`src/rtl/tetris_input_pkg.sv`:
```
// Shared command codes, HID keycodes and keycode decode for the Tetris input path.
package tetris_input_pkg;

  typedef enum logic [2:0] {
    CMD_NONE    = 3'd0,
    CMD_LEFT    = 3'd1,
    CMD_RIGHT   = 3'd2,
    CMD_ROT_CW  = 3'd3,
    CMD_ROT_CCW = 3'd4,
    CMD_SOFT    = 3'd5,
    CMD_HARD    = 3'd6,
    CMD_PAUSE   = 3'd7
  } cmd_e;

  typedef enum logic [1:0] {
    ST_IDLE,
    ST_HELD,
    ST_DAS_WAIT,
    ST_REPEAT
  } kb_state_e;

  localparam logic [7:0] HID_LEFT    = 8'h04;
  localparam logic [7:0] HID_RIGHT   = 8'h07;
  localparam logic [7:0] HID_ROT_CW  = 8'h1A;
  localparam logic [7:0] HID_ROT_CCW = 8'h14;
  localparam logic [7:0] HID_SOFT    = 8'h16;
  localparam logic [7:0] HID_HARD    = 8'h2C;
  localparam logic [7:0] HID_PAUSE   = 8'h13;

  function automatic cmd_e decode_keycode(input logic [7:0] kc);
    cmd_e c;
    case (kc)
      HID_LEFT:    c = CMD_LEFT;
      HID_RIGHT:   c = CMD_RIGHT;
      HID_ROT_CW:  c = CMD_ROT_CW;
      HID_ROT_CCW: c = CMD_ROT_CCW;
      HID_SOFT:    c = CMD_SOFT;
      HID_HARD:    c = CMD_HARD;
      HID_PAUSE:   c = CMD_PAUSE;
      default:     c = CMD_NONE;
    endcase
    return c;
  endfunction

  function automatic logic is_repeatable(input cmd_e c);
    return (c == CMD_LEFT) || (c == CMD_RIGHT) || (c == CMD_SOFT);
  endfunction

  function automatic logic [7:0] sat_inc(input logic [7:0] v);
    return (v == 8'hFF) ? v : v + 8'd1;
  endfunction

endpackage

```
`src/rtl/tetris_input_arbiter_btn_debounce.sv`:
```
// tetris_btn_debounce: 2-FF synchronizer, stable-level debounce and one-cycle press pulse
// for a single active-low board button.
module tetris_btn_debounce #(
  parameter int DEBOUNCE = 500000,
  parameter int CNT_W    = 24
) (
  input  logic clk_clk,
  input  logic reset_reset_n,
  input  logic btn_n,
  output logic press
);

  logic             sync1_q, sync2_q;
  logic             db_q, db_d;
  logic             press_q, press_d;
  logic [CNT_W-1:0] cnt_q, cnt_d;

  // Any cycle where the synchronized level matches the debounced one restarts the count.
  always_comb begin
    db_d    = db_q;
    cnt_d   = '0;
    press_d = 1'b0;
    if (sync2_q != db_q) begin
      if (cnt_q == CNT_W'(DEBOUNCE - 1)) begin
        db_d    = sync2_q;
        press_d = !sync2_q;
      end else begin
        cnt_d = cnt_q + CNT_W'(1);
      end
    end
  end

  // NOTE: state updates use <= only; next-state logic sits in always_comb with defaults
  // assigned first, so no latch can be inferred.
  always_ff @(posedge clk_clk) begin
    if (!reset_reset_n) begin
      sync1_q <= 1'b1;
      sync2_q <= 1'b1;
      db_q    <= 1'b1;
      cnt_q   <= '0;
      press_q <= 1'b0;
    end else begin
      sync1_q <= btn_n;
      sync2_q <= sync1_q;
      db_q    <= db_d;
      cnt_q   <= cnt_d;
      press_q <= press_d;
    end
  end

  assign press = press_q;

endmodule

```
`src/rtl/tetris_input_arbiter.sv`:
```
// tetris_input_arbiter: keyboard DAS/auto-repeat, button debounce and single-slot command
// arbitration. Optional drop counter enabled by TETRIS_INPUT_DROP_CNT_EN.
module tetris_input_arbiter
  import tetris_input_pkg::*;
#(
  parameter int DAS_DELAY  = 8000000,
  parameter int ARR_PERIOD = 2500000,
  parameter int DEBOUNCE   = 500000,
  parameter int CNT_W      = 24
) (
  input  logic       clk_clk,
  input  logic       reset_reset_n,
  input  logic [7:0] keycode,
  input  logic [1:0] key_n,
  input  logic       cmd_ready,
  output logic       cmd_valid,
  output logic [2:0] cmd,
  output logic [2:0] held_cmd
`ifdef TETRIS_INPUT_DROP_CNT_EN
  ,
  output logic [7:0] drop_cnt
`endif
);

  logic [7:0]       kc_q;
  cmd_e             dec;
  kb_state_e        state_q, state_d;
  cmd_e             last_q, last_d;
  logic [CNT_W-1:0] tmr_q, tmr_d;
  logic             kb_press, kb_repeat;
  logic             b0_press, b1_press;
  logic             kb_pend_q, kb_pend_d;
  cmd_e             kb_cmd_q, kb_cmd_d;
  logic             b0_pend_q, b0_pend_d;
  logic             b1_pend_q, b1_pend_d;
  logic             cmd_valid_q, cmd_valid_d;
  cmd_e             cmd_q, cmd_d;

  tetris_btn_debounce #(.DEBOUNCE(DEBOUNCE), .CNT_W(CNT_W)) u_btn0 (
    .clk_clk(clk_clk), .reset_reset_n(reset_reset_n), .btn_n(key_n[0]), .press(b0_press)
  );

  tetris_btn_debounce #(.DEBOUNCE(DEBOUNCE), .CNT_W(CNT_W)) u_btn1 (
    .clk_clk(clk_clk), .reset_reset_n(reset_reset_n), .btn_n(key_n[1]), .press(b1_press)
  );

  assign dec = decode_keycode(kc_q);

  // A change to a different nonzero command always restarts as a fresh press.
  always_comb begin
    state_d   = state_q;
    last_d    = last_q;
    tmr_d     = tmr_q;
    kb_press  = 1'b0;
    kb_repeat = 1'b0;
    if (dec == CMD_NONE) begin
      state_d = ST_IDLE;
      last_d  = CMD_NONE;
    end else if (state_q == ST_IDLE || dec != last_q) begin
      state_d  = ST_HELD;
      last_d   = dec;
      kb_press = 1'b1;
    end else begin
      case (state_q)
        ST_HELD: begin
          if (is_repeatable(dec)) begin
            state_d = ST_DAS_WAIT;
            tmr_d   = CNT_W'(DAS_DELAY - 1);
          end
        end
        ST_DAS_WAIT, ST_REPEAT: begin
          if (tmr_q == '0) begin
            kb_repeat = 1'b1;
            state_d   = ST_REPEAT;
            tmr_d     = CNT_W'(ARR_PERIOD - 1);
          end else begin
            tmr_d = tmr_q - CNT_W'(1);
          end
        end
        default: ;
      endcase
    end
  end

  // The slot reads only registered pends, so a freshly raised pend is seen one cycle later.
  always_comb begin
    kb_pend_d   = kb_pend_q;
    kb_cmd_d    = kb_cmd_q;
    b0_pend_d   = b0_pend_q;
    b1_pend_d   = b1_pend_q;
    cmd_valid_d = cmd_valid_q;
    cmd_d       = cmd_q;
    if (!cmd_valid_q || cmd_ready) begin
      cmd_valid_d = 1'b1;
      if (kb_pend_q) begin
        cmd_d     = kb_cmd_q;
        kb_pend_d = 1'b0;
      end else if (b0_pend_q) begin
        cmd_d     = CMD_ROT_CW;
        b0_pend_d = 1'b0;
      end else if (b1_pend_q) begin
        cmd_d     = CMD_PAUSE;
        b1_pend_d = 1'b0;
      end else begin
        cmd_valid_d = 1'b0;
      end
    end
    if (kb_press || (kb_repeat && !kb_pend_q)) begin
      kb_pend_d = 1'b1;
      kb_cmd_d  = dec;
    end
    if (b0_press && !b0_pend_q) b0_pend_d = 1'b1;
    if (b1_press && !b1_pend_q) b1_pend_d = 1'b1;
  end

  always_ff @(posedge clk_clk) begin
    if (!reset_reset_n) begin
      kc_q        <= '0;
      state_q     <= ST_IDLE;
      last_q      <= CMD_NONE;
      tmr_q       <= '0;
      kb_pend_q   <= 1'b0;
      kb_cmd_q    <= CMD_NONE;
      b0_pend_q   <= 1'b0;
      b1_pend_q   <= 1'b0;
      cmd_valid_q <= 1'b0;
      cmd_q       <= CMD_NONE;
    end else begin
      kc_q        <= keycode;
      state_q     <= state_d;
      last_q      <= last_d;
      tmr_q       <= tmr_d;
      kb_pend_q   <= kb_pend_d;
      kb_cmd_q    <= kb_cmd_d;
      b0_pend_q   <= b0_pend_d;
      b1_pend_q   <= b1_pend_d;
      cmd_valid_q <= cmd_valid_d;
      cmd_q       <= cmd_d;
    end
  end

  assign cmd_valid = cmd_valid_q;
  assign cmd       = cmd_q;
  assign held_cmd  = (state_q != ST_IDLE) ? dec : CMD_NONE;

`ifdef TETRIS_INPUT_DROP_CNT_EN
  logic [7:0] drop_q, drop_d;

  always_comb begin
    drop_d = drop_q;
    if (kb_repeat && !kb_press && kb_pend_q) drop_d = sat_inc(drop_d);
    if (b0_press && b0_pend_q)               drop_d = sat_inc(drop_d);
    if (b1_press && b1_pend_q)               drop_d = sat_inc(drop_d);
  end

  always_ff @(posedge clk_clk) begin
    if (!reset_reset_n) drop_q <= '0;
    else                drop_q <= drop_d;
  end

  assign drop_cnt = drop_q;
`endif

endmodule

```
`config.mk`:
```
export PLATFORM = sky130hd
export DESIGN_NAME = tetris_input_arbiter
export DESIGN_NICKNAME = d
export VERILOG_FILES = /design/src/rtl/tetris_input_pkg.sv /design/src/rtl/tetris_input_arbiter_btn_debounce.sv /design/src/rtl/tetris_input_arbiter.sv
export SDC_FILE = /design/constraint.sdc
export NUM_CORES = 1
export LEC_CHECK = 0
export ABC_AREA = 1
export CAP_MARGIN = 20
export CORE_UTILIZATION = 55
export CTS_CLUSTER_DIAMETER = 150
export DETAILED_ROUTE_END_ITERATION = 16
export PLACE_DENSITY = 0.77
export SYNTH_ARGS = -nofsm -noshare
export SYNTH_HDL_FRONTEND = slang
export SYNTH_SLANG_ARGS = --single-unit
```
`constraint.sdc`:
```
create_clock -name clk_clk -period 1.7 [get_ports clk_clk]
set_input_delay 0.34 -clock clk_clk [delete_from_list [all_inputs] [get_ports clk_clk]]
set_output_delay 0.34 -clock clk_clk [all_outputs]
set_load 0.1 [all_outputs]
```
Yosys cells after proc, flatten, opt, wreduce, memory -nomap -nowiden

Index checks and enable logic that the tools add are counted.

Flip-flop bits (word level): 103
Output and inout bits: 7
Word-level logic and storage cells: 123

$add $sub $neg: 3
Equal/unequal tests: 25
Muxes and demuxes: 30
Bitwise logic cells: 5
Reduce and logical (&&, ||, !) cells: 39

Operators by type and width:

| kind                                                | number |
|---|---|
| adder 24 x 1 -> 24 bit (second input constant)      | 2 |
| == test 24 x 19 -> 1 bit (second input constant)    | 2 |
| 2-to-1 mux 24 bit                                   | 2 |
| one-hot mux 24 bit (2 select lines)                 | 1 |
| == test 8 x 5 -> 1 bit (second input constant)      | 4 |
| zero test 24 bit                                    | 1 |
| subtractor 24 x 1 -> 24 bit (second input constant) | 1 |
| one-hot mux 3 bit (7 select lines)                  | 1 |
| 2-to-1 mux 1 bit                                    | 19 |
| == test 8 x 3 -> 1 bit (second input constant)      | 2 |
| AND reduction 3 bit                                 | 5 |
| 2-to-1 mux 3 bit                                    | 4 |
| nonzero test 2 bit                                  | 5 |
| OR reduction 3 bit                                  | 3 |
| == test 8 x 6 -> 1 bit (second input constant)      | 1 |
| AND reduction 2 bit                                 | 4 |
| zero test 1 bit                                     | 6 |
| != test 2 x 1 -> 1 bit (second input constant)      | 3 |
| != test 3 bit (second input constant)               | 2 |
| nonzero test 3 bit                                  | 2 |
| logical OR 1 bit                                    | 5 |
| inverter 1 bit                                      | 5 |
| == test 2 bit (second input constant)               | 2 |
| 2-to-1 mux 2 bit                                    | 2 |
| 13 further kinds                                    | 18 |

Logic depth before layout (Yosys ltp)

Gate-level depths: netlist of the first run.

Depth in word-level cells: 9
Depth in mapped cells: 16

By module

From an unflattened synthesis of the first run, not the netlist that was laid out.

Cell total of the unflattened synthesis: 877
Area, all modules: 5738.0 sq um

Modules (own cells, without submodules):

| module               | instances | cells an instance | area each (sq um) | seq. area each (sq um) |
|---|---|---|---|---|
| tetris_btn_debounce  | 2         | 208               | 1476.4            | 560.5 |
| tetris_input_arbiter | 1         | 461               | 2785.2            | 940.9 |

Worst setup path before layout of the first run

Ideal clock, no wire load.

Path kind: reg2out
From: register kc_q[2]
To: output port held_cmd[1]
Data arrival time: 2192 ps
Data required time: 1360 ps
Setup slack: -832 ps
Cell stages (with the launch flop): 9
Cell sequence: dfxtp_1 > inv_2 > nor2_4 > nand2_1 > nor2_1 > nor2_1 > nand2_1 > inv_1 > nor2_1

Cells in the longest elaborated chain, start to end: 3
Elaborated cells on any way between the ends: 9
Classes of those cells: eq/ne: 7; mux: 2

RTL lines:

| element                                        | RTL line                    | text |
|---|---|---|
| start, declared                                | tetris_input_arbiter.sv:25  | `logic [7:0] kc_q;` |
| start signal, assigned                         | tetris_input_arbiter.sv:129 | `kc_q <= keycode;` |
| == test 8 x 5 -> 1 bit (tied with other cells) | tetris_input_pkg.sv:32      | `case (kc)` |
| one-hot mux 3 bit (7 select lines) *           | tetris_input_pkg.sv:32      |  |
| 2-to-1 mux 3 bit *                             | tetris_input_arbiter.sv:144 | `assign held_cmd = (state_q != ST_IDLE) ? dec : CMD_NONE;` |
| end, declared                                  | tetris_input_arbiter.sv:18  | `output logic [2:0] held_cmd` |

Every way passes the cells marked *; elsewhere a longest branch is shown, timed or not.

Worst setup path after layout of the first run

From: register kc_q[1]
To: register tmr_q[17]

Cells in the longest elaborated chain, start to end: 7
Elaborated cells on any way between the ends: 20
Classes of those cells: eq/ne: 12; mux: 1; bitwise: 2; reduce/logical: 5

RTL lines:

| element                                                          | RTL line                    | text |
|---|---|---|
| == test 8 x 5 -> 1 bit (tied with other cells)                   | tetris_input_pkg.sv:32      |  |
| one-hot mux 3 bit (7 select lines) *                             | tetris_input_pkg.sv:32      |  |
| == test 3 x 1 -> 1 bit or == test 3 x 2 -> 1 bit (tied branches) | tetris_input_pkg.sv:46      | `return (c == CMD_LEFT) \|\| (c == CMD_RIGHT) \|\| (c == CMD_SOFT);` |
| logical OR 1 bit (2 in a row)                                    | tetris_input_pkg.sv:46      |  |
| != test 2 bit (no source line)                                   | n/a                         |  |
| AND reduction 4 bit (no source line) *                           | n/a                         |  |
| end signal, assigned                                             | tetris_input_arbiter.sv:132 | `tmr_q <= tmr_d;` |
| end, declared                                                    | tetris_input_arbiter.sv:29  | `logic [CNT_W-1:0] tmr_q, tmr_d;` |

Marks and branches as above.
A chain may end at the register's enable or synchronous reset.

==> results of run 1 <==
## critical path, delay by kind of cell, from the launching register on
kind            cells  cell delay (ns)
compound gates      1             0.26
buf+inv             4             0.35
flops               1             0.38
simple gates       10             1.16
## cell type report
cell class / count / area [sq um]
Clock buffer: 10 / 128
Clock inverter: 6 / 77.6
Fill cell: 449 / 1240
Inverter: 115 / 447
Multi-Input combinational cell: 572 / 3420
Sequential cell: 103 / 2110
Tap cell: 129 / 161
Timing Repair Buffer: 175 / 1650
Timing Repair inverter: 1 / 7.51
## cells in the final DEF (no fill, tap or decap), types with 4 or more instances in the layout
cell type,instances
sky130_fd_sc_hd__nand2_1,137
sky130_fd_sc_hd__buf_4,129
sky130_fd_sc_hd__nor2_1,112
sky130_fd_sc_hd__inv_1,96
sky130_fd_sc_hd__dfxtp_1,79
sky130_fd_sc_hd__nand2_2,43
sky130_fd_sc_hd__a21oi_1,29
sky130_fd_sc_hd__nor2_4,28
sky130_fd_sc_hd__nand4_1,25
sky130_fd_sc_hd__nand3_1,24
sky130_fd_sc_hd__nor3_1,23
sky130_fd_sc_hd__nor2_2,20
sky130_fd_sc_hd__o21ai_0,18
sky130_fd_sc_hd__dfxtp_2,16
sky130_fd_sc_hd__buf_6,16
sky130_fd_sc_hd__inv_2,15
sky130_fd_sc_hd__xor2_1,14
sky130_fd_sc_hd__clkdlybuf4s50_1,12
sky130_fd_sc_hd__buf_12,10
sky130_fd_sc_hd__nor3_2,9
sky130_fd_sc_hd__clkbuf_8,9
sky130_fd_sc_hd__nand2_4,8
sky130_fd_sc_hd__a21oi_2,8
sky130_fd_sc_hd__dfxtp_4,8
sky130_fd_sc_hd__or2_2,7
sky130_fd_sc_hd__nand3_4,6
sky130_fd_sc_hd__nand3_2,6
sky130_fd_sc_hd__o21ai_2,5
sky130_fd_sc_hd__a31oi_1,5
sky130_fd_sc_hd__nor3b_2,5
sky130_fd_sc_hd__nor4_2,5
sky130_fd_sc_hd__clkinvlp_4,4
sky130_fd_sc_hd__o21ai_1,4
sky130_fd_sc_hd__nor3b_1,4
sky130_fd_sc_hd__nor4_1,4
## sequential cells by signal, indices dropped and copies added (netlist names)
signal and cells:
tmr_q 24, u_btn0.cnt_q 24, u_btn1.cnt_q 24, kc_q 8, cmd 3, kb_cmd_q 3
last_q 3, state_q 2, b0_pend_q 1, b1_pend_q 1, cmd_valid 1, kb_pend_q 1
u_btn0.db_q 1, u_btn0.press 1, u_btn0.sync1_q 1, u_btn0.sync2_q 1, u_btn1.db_q 1, u_btn1.press 1
u_btn1.sync1_q 1, u_btn1.sync2_q 1
## through the flow
step                util (%)  hold WS [ns]  cell area, sq um
global placement        70.6         0.400              6530
finish                  86.6         0.461              8000
CTS                     79.0         0.425              7300
detailed placement      70.6         0.400              6530
global route            86.6         0.473              8000
floorplan                  -         0.393              5370
## cell families after synthesis
family / after synthesis / share of synthesized area [%]
and+or+nand+nor: 476 / 39.6
xor gates and xnor gates: 15 / 2.50
buffers and inverters: 132 / 9.83
adders and majority gates: 4 / 0.952
AOI/OAI and AO/OA: 77 / 7.88
DFF: 103 / 39.2
## power breakdown
group | internal, uW | switching [uW]
Sequential | 2430 | 29.1
Clock | 711 | 971
Combinational | 128 | 168
## timing repair
item                                    CTS  global route
gates resized for setup                 100           140
setup buffers                            28            23
endpoints found under the setup margin   48            85
pin swaps                                42            52
gates cloned                              4             2
## layer usage
layer	part of all wire [%]	track usage, %
met5	0	0
met4	6.4	18.6
met3	7.9	6.48
met2	50	58.3
met1	35	35.6
## final timing paths
path                             startpoint                   endpoint  slack (ns)
hold reg to reg   u_btn0.sync1_q$_SDFF_PN1_  u_btn0.sync2_q$_SDFF_PN1_        0.46
hold / removal                   keycode[6]         kc_q[6]$_SDFF_PN0_        0.46
setup / recovery         kc_q[1]$_SDFF_PN0_     tmr_q[17]$_SDFFE_PN0P_       -0.54
setup reg to reg         kc_q[1]$_SDFF_PN0_     tmr_q[17]$_SDFFE_PN0P_       -0.54
==> reports/qor.log, run 1 <==
INFO  final_layout   final_nets=994
INFO  clock_tree     tritoncts=done
INFO  power          cellPowerDensity=554nW/um^2
INFO  detailed_routing detail_route.drc_violations=0
INFO  logic_synthesis synthCells=807
INFO  logic_synthesis yosys_warnings=0
INFO  floorplan      initial_utilization=56.9%
INFO  placed_design  dp_hpwl=9440microns
INFO  final_layout   layout-area-overhead-vs-synth=52.2%
INFO  grt            largest_net_degree_at_the_start_of_global_routing=39
INFO  clock_tree     clock_latency=0.40ns
INFO  grt            grt_pass1_wl=25800microns
INFO  logic_synthesis yosysSeqAreaShare=39.2%
INFO  final_layout   layout.cells.non_filler=1111
INFO  flow_run       max-cap-violations=0
INFO  logic_synthesis flops_latches_synth=103
INFO  sta            report.final.setup_viol=82
INFO  setup_path     cpMostUsedCell=sky130_fd_sc_hd__nand2_1
INFO  setup_path     worst_setup_path_end_kind=register
INFO  sta            setup_ws=-0.543ns
INFO  setup_path     slowest_stage=sky130_fd_sc_hd__dfxtp_4
INFO  setup_path     cpPeakStageDelay=0.38ns
INFO  clock_tree     clockBufferDepth=2
INFO  final_layout   n_antenna_cell=0
INFO  placed_design  portBuffers=19
INFO  sta            finalWorstPathRequiredPeriod=2.24ns
INFO  floorplan      io_pins=20
INFO  detailed_routing wl=19900microns
INFO  sta            max-slew-margin-rel=61.4%
INFO  logic_synthesis asyncSetResetFlopFracSynth=0%
INFO  detailed_routing detail_route.vias_per_cell=5.88
INFO  logic_synthesis synth-edff-count=0
INFO  detailed_routing dr.first_iter.drc_count=554
INFO  grt            initial_antenna_violation_count=0
INFO  placed_design  dp_worst_setup_slack=-0.263ns
INFO  sta            fin_tns_setup=-17.91ns
INFO  sta            fin_worst_skew=0.0162ns
INFO  sta            slew_viol_final=0
INFO  logic_synthesis synth_unique_cells=34
INFO  logic_synthesis netlist_top_cells_area=sky130_fd_sc_hd__dfxtp_1 (39%), sky130_fd_sc_hd__nand2_1 (13%), sky130_fd_sc_hd__nor2_1 (11%)
INFO  clock_tree     clock-sinks=103
INFO  setup_path     timing.critical_path.from_type=register
INFO  logic_synthesis post-synth-top-count-cell=sky130_fd_sc_hd__nand2_1
INFO  sta            grt_setup_unrepaired=true
INFO  grt            grt_pass1_vias=5829
INFO  detailed_routing avgRoutedWirePerCell=17.9microns
INFO  detailed_routing num_vias=6538
INFO  power          power=4430uW
INFO  status         status=finished with violations
INFO  detailed_routing postRouteAntennaNets=0
INFO  grt            globalRouteOverflowTotal=0
INFO  worst_hold_path min-delay-path-class=in -> reg
INFO  grt            grt.total_usage=32.4%
INFO  setup_path     worstPathCellList=nand2_2, inv_2, nand2_1, nor2_4, nor2_1, nand2_2, a21oi_2, nand3_4, nor2_4, nand3_4, inv_6, buf_6, nand2_1, nand2_1, inv_1
INFO  logic_synthesis synth_common_cells=sky130_fd_sc_hd__nand2_1 (185), sky130_fd_sc_hd__nor2_1 (156), sky130_fd_sc_hd__inv_1 (112)
INFO  floorplan      die_y=99.8microns
INFO  clock_tree     cts_made_buffers=9
INFO  setup_path     signal_arrival_time_at_the_worst_endpoint=2.55ns
INFO  sta            timing_hold_violations_final=0
INFO  clock_tree     ctsRootBufferMaster=sky130_fd_sc_hd__clkbuf_8
INFO  logic_synthesis netlist_area=5260squm
INFO  detailed_routing first_pass_iters=8
INFO  power          vdd_drop_max=0.840mV
INFO  status         violations=negative setup slack
INFO  floorplan      placeableCoreArea=9240squm
INFO  floorplan      chipWidth=99.8microns
INFO  power          cellLeakagePower=0.00350uW
INFO  sta            tightestPinTransition=0.574ns
INFO  logic_synthesis yosysTopAreaCellShare=39.2%
INFO  floorplan      fp.dieArea=9960squm
INFO  worst_hold_path worst_hold_path.num_cells=3
INFO  sta            post-route-period-util=132%
INFO  clock_tree     clkSlewWorstSetupHoldPaths=0.11ns
INFO  logic_synthesis postSynth.topFlopCell=sky130_fd_sc_hd__dfxtp_1
INFO  placed_design  placed_cells=1041
INFO  setup_path     worstPathMaxFanout=4
INFO  setup_path     worst-r2r-cell-count=15
INFO  logic_synthesis post-synth-top-area-cell=sky130_fd_sc_hd__dfxtp_1
INFO  final_layout   drive_above_1_share=39.0%
INFO  clock_tree     cts_htree_levels=3
INFO  sta            achievable-frequency=446MHz
INFO  placed_design  gpl.final_weighted_congestion=0.927
INFO  floorplan      num_rows=35
INFO  logic_synthesis average_instance_area_after_synthesis=6.52squm
INFO  setup_path     setup.worst_path.class=reg -> reg
INFO  setup_path     endpoint_required_time_on_the_critical_path=2.00ns
INFO  logic_synthesis synthesis.nets=824
INFO  clock_tree     cts-hold-fix-buffers=0
Note: power is estimated with default switching activity, not from simulation.
==> run 2, diff against run 1 <==
--- a/config.mk
+++ b/config.mk
@@ -7,10 +7,10 @@
 export LEC_CHECK = 0
 export ABC_AREA = 1
 export CAP_MARGIN = 20
-export CORE_UTILIZATION = 55
+export CORE_UTILIZATION = 60
 export CTS_CLUSTER_DIAMETER = 150
 export DETAILED_ROUTE_END_ITERATION = 16
-export PLACE_DENSITY = 0.77
+export PLACE_DENSITY = 0.8
 export SYNTH_ARGS = -nofsm -noshare
 export SYNTH_HDL_FRONTEND = slang
 export SYNTH_SLANG_ARGS = --single-unit
==> constraint.sdc (replaced) <==
create_clock -name clk_clk -period 2.2 [get_ports clk_clk]
set_input_delay 0.44 -clock clk_clk [delete_from_list [all_inputs] [get_ports clk_clk]]
set_output_delay 0.44 -clock clk_clk [all_outputs]
set_load 0.1 [all_outputs]
==> run 2 against run 1 <==
The run now ends clean. Setup slack better by 0.57 ns. Die area fell by 8.2%. Sequential share of layout area is 8.5 points higher. Flip-flop and latch count unchanged. Clock power shrank 30%. Combinational power decreased by 49%. Register-to-register slack better by 0.76 ns. Power fell by 28%. Non-clock buffer count shrank 137. Global-route usage shrank 6.2 points. Cell area down 26%. Critical endpoint is now held_cmd[0]. Largest cell class unchanged.
==> reports/qor.log, run 2 (synthesis gave the netlist of run 1 again) <==
INFO  grt            grt.total_usage=26.3%
INFO  clock_tree     cts_htree_levels=3
INFO  status         status=finished clean
INFO  sta            slew_viol_final=0
INFO  grt            globalRouteOverflowTotal=0
INFO  detailed_routing detail_route.vias_per_cell=5.33
INFO  clock_tree     ctsRootBufferMaster=sky130_fd_sc_hd__clkbuf_8
INFO  worst_hold_path worst_hold_path.num_cells=1
INFO  final_layout   area_used_by_multi_input_combinational_logic=2760squm
INFO  final_layout   biggestRegsByFlops=tmr_q (24), u_btn0.cnt_q (24), u_btn1.cnt_q (24)
INFO  setup_path     slowest_stage=sky130_fd_sc_hd__dfxtp_2
INFO  setup_path     cpPeakStageDelay=0.36ns
INFO  floorplan      initial_utilization=63.1%
INFO  final_layout   layout-area-overhead-vs-synth=13.1%
INFO  floorplan      die_y=95.6microns
INFO  sta            grt_setup_unrepaired=true
INFO  placed_design  portBuffers=19
INFO  worst_hold_path min-delay-start=u_btn0.sync1_q$_SDFF_PN1_
INFO  setup_path     timing.rr.start=u_btn0.cnt_q[0]$_SDFF_PP0_
INFO  sta            setup_ws=0.0318ns
INFO  floorplan      placeableCoreArea=8340squm
INFO  clock_tree     tritoncts=done
INFO  power          switchingPower=827uW
INFO  sta            timing_hold_violations_final=0
INFO  sta            max-slew-margin-rel=63.9%
INFO  grt            largest_net_degree_at_the_start_of_global_routing=39
INFO  setup_path     worst_setup_path_end_kind=output pin
INFO  power          cellPowerDensity=540nW/um^2
INFO  final_layout   seqCellArea=2080squm
INFO  setup_path     endpoint_required_time_on_the_critical_path=1.76ns
INFO  detailed_routing dr.first_iter.drc_count=209
INFO  sta            whs=0.432ns
INFO  grt            grt_pass1_wl=19300microns
INFO  detailed_routing avgRoutedWirePerCell=12.0microns
INFO  setup_path     timing.critical_path.from_type=register
INFO  floorplan      chipWidth=95.6microns
INFO  power          power.combinational.fraction=4.6%
INFO  placed_design  dp_worst_setup_slack=0.0290ns
INFO  placed_design  dpl-instance-area=5640squm
INFO  detailed_routing first_pass_iters=5
INFO  sta            post-route-period-util=98.6%
INFO  power          seq_power_share=59.0%
INFO  clock_tree     cts_made_buffers=9
INFO  floorplan      fp.dieArea=9140squm
INFO  final_layout   final_nets=856
INFO  power          p_int=2380uW
INFO  placed_design  dp_hpwl=8140microns
INFO  floorplan      num_rows=33
INFO  setup_path     worst-r2r-cell-count=12
INFO  power          sw_frac_of_total=25.8%
INFO  clock_tree     clock_latency=0.38ns
INFO  detailed_routing num_vias=5060
INFO  setup_path     reg2reg_to=u_btn0.cnt_q[22]$_SDFF_PP0_
INFO  clock_tree     clockBufferDepth=2
INFO  grt            grt_pass1_vias=4722
INFO  placed_design  gpl.final_weighted_congestion=0.858
INFO  setup_path     worst_path_dominant_cell_family=simple AND/OR/NAND/NOR gates
INFO  setup_path     signal_arrival_time_at_the_worst_endpoint=1.73ns
INFO  final_layout   fill_cells=713
INFO  flow_run       max-cap-violations=0
INFO  sta            tightestPinTransition=0.536ns
INFO  sta            fin_tns_setup=0ns
INFO  power          cellLeakagePower=0.00257uW
INFO  final_layout   layout.cells.most_common=sky130_fd_sc_hd__nand2_1
INFO  setup_path     setup.worst_path.class=reg -> out
INFO  clock_tree     clkSlewWorstSetupHoldPaths=0.11ns
INFO  setup_path     number_of_stages_on_the_worst_setup_path=9
INFO  setup_path     critical_path.n_buffers_inverters=3
INFO  sta            fin_worst_skew=0.0135ns
INFO  power          pwr-share-clk=36.4%
INFO  final_layout   most-common-layout-cells=sky130_fd_sc_hd__nand2_1 (182), sky130_fd_sc_hd__nor2_1 (140), sky130_fd_sc_hd__inv_1 (111)
INFO  final_layout   n_antenna_cell=0
INFO  setup_path     worstPathCellList=inv_1, nor2_1, nand2_1, nor2_2, nor2_1, nand2_2, inv_1, nor2_2, buf_12
INFO  clock_tree     cts-hold-fix-buffers=0
INFO  setup_path     reg2reg_setup_slack=0.22ns
INFO  worst_hold_path timing.hold.worst_endpoint=u_btn0.sync2_q$_SDFF_PN1_
INFO  worst_hold_path min-delay-path-class=reg -> reg
INFO  detailed_routing detail_route.drc_violations=0
INFO  sta            report.final.setup_viol=0
INFO  sta            achievable-frequency=461MHz
INFO  grt            initial_antenna_violation_count=0
INFO  detailed_routing postRouteAntennaNets=0
INFO  final_layout   fin_area=5950squm
INFO  final_layout   final_core_util=71.3%
INFO  floorplan      io_pins=20
INFO  setup_path     worstPathMaxFanout=3
INFO  power          vdd_drop_max=0.370mV
INFO  final_layout   drive_above_1_share=10.9%
INFO  clock_tree     clock-sinks=103
INFO  detailed_routing wl=11400microns
INFO  sta            finalWorstPathRequiredPeriod=2.17ns
[run 2: changes by cell type in the layout (fill, tap and decap cells not counted), moves of 11 or more]
| cell | before | now |
|---|---|---|
| sky130_fd_sc_hd__inv_2 | 15 | 4 |
| sky130_fd_sc_hd__nand2_1 | 137 | 182 |
| sky130_fd_sc_hd__nand2_2 | 43 | 7 |
| sky130_fd_sc_hd__nor2_4 | 28 | 7 |
| sky130_fd_sc_hd__dfxtp_1 | 79 | 98 |
| sky130_fd_sc_hd__nor2_1 | 112 | 140 |
| sky130_fd_sc_hd__dfxtp_2 | 16 | 2 |
| sky130_fd_sc_hd__buf_6 | 16 | 0 |
| sky130_fd_sc_hd__buf_4 | 129 | 23 |
| sky130_fd_sc_hd__inv_1 | 96 | 111 |
[run 2: area by class of cell]
cell class / instances / area share (%)
tap: 105 / 2.21
clock inverter: 7 / 1.18
sequential: 103 / 34.9
clock buffer: 9 / 2.08
multi-input combinational: 572 / 46.4
inverter: 115 / 7.26
timing repair buffer: 38 / 5.93
[run 2: timing repair]
action                                  4_1_cts  5_1_grt
setup buffers                                 1        2
pin swaps                                     3        4
endpoints found under the setup margin        2       33
resized for setup                             8       25
gates cloned                                  0        0
[run 2: how the worst max path moves through the flow]
stage,endpoint,startpoint,slack [ns]
global placement,u_btn0.cnt_q[21]$_SDFF_PP0_,reset_reset_n,0.17
global route,held_cmd[1],kc_q[5]$_SDFF_PN0_,-0.09
floorplan,held_cmd[1],kc_q[2]$_SDFF_PN0_,0.03
CTS,held_cmd[0],kc_q[7]$_SDFF_PN0_,0.005
finish,held_cmd[0],kc_q[1]$_SDFF_PN0_,0.03
detailed placement,u_btn0.cnt_q[22]$_SDFF_PP0_,u_btn0.cnt_q[0]$_SDFF_PP0_,0.03
[run 2: per-stage QoR]
| step | instances | power, uW |
|---|---|---|
| 2_1_floorplan | 807 | 2030 |
| 3_3_place_gp | 930 | 2070 |
| 3_5_place_dp | 930 | 2080 |
| 4_1_cts | 947 | 3240 |
| 5_1_grt | 949 | 3340 |
| 6_report | 949 | 3210 |
[run 2: layer usage]
metal	GRT usage, %	wire length [microns]	share of wire, %	up-vias
met5	0	0	0	-
met2	48.5	5610	49	107
met4	8.21	160	1.4	0
li1	-	-	-	2626
met3	5.50	485	4.3	17
met1	30.0	5130	45	2310
[run 2: worst reg2reg max path, stage by stage (launching register included)]
cell                      delay [ns]
sky130_fd_sc_hd__dfxtp_1        0.37
sky130_fd_sc_hd__ha_1           0.18
sky130_fd_sc_hd__nand2_1        0.12
sky130_fd_sc_hd__nor2_4         0.17
sky130_fd_sc_hd__nand3_2        0.16
sky130_fd_sc_hd__nor2_4         0.15
sky130_fd_sc_hd__nand2_1        0.08
sky130_fd_sc_hd__nor2_1         0.15
sky130_fd_sc_hd__nand2_1        0.08
sky130_fd_sc_hd__nor2_1         0.12
sky130_fd_sc_hd__nand3_1        0.12
sky130_fd_sc_hd__nor2_1         0.12
sky130_fd_sc_hd__nor3b_1        0.06
[run 2: power groups by stage]
stage | combinational, uW | sequential (uW) | clock, uW
floorplan | 75.4 | 1950 | 0
detailed placement | 140 | 1940 | 0
global placement | 135 | 1940 | 0
finish | 149 | 1890 | 1170
global route | 163 | 1900 | 1280
CTS | 141 | 1890 | 1200
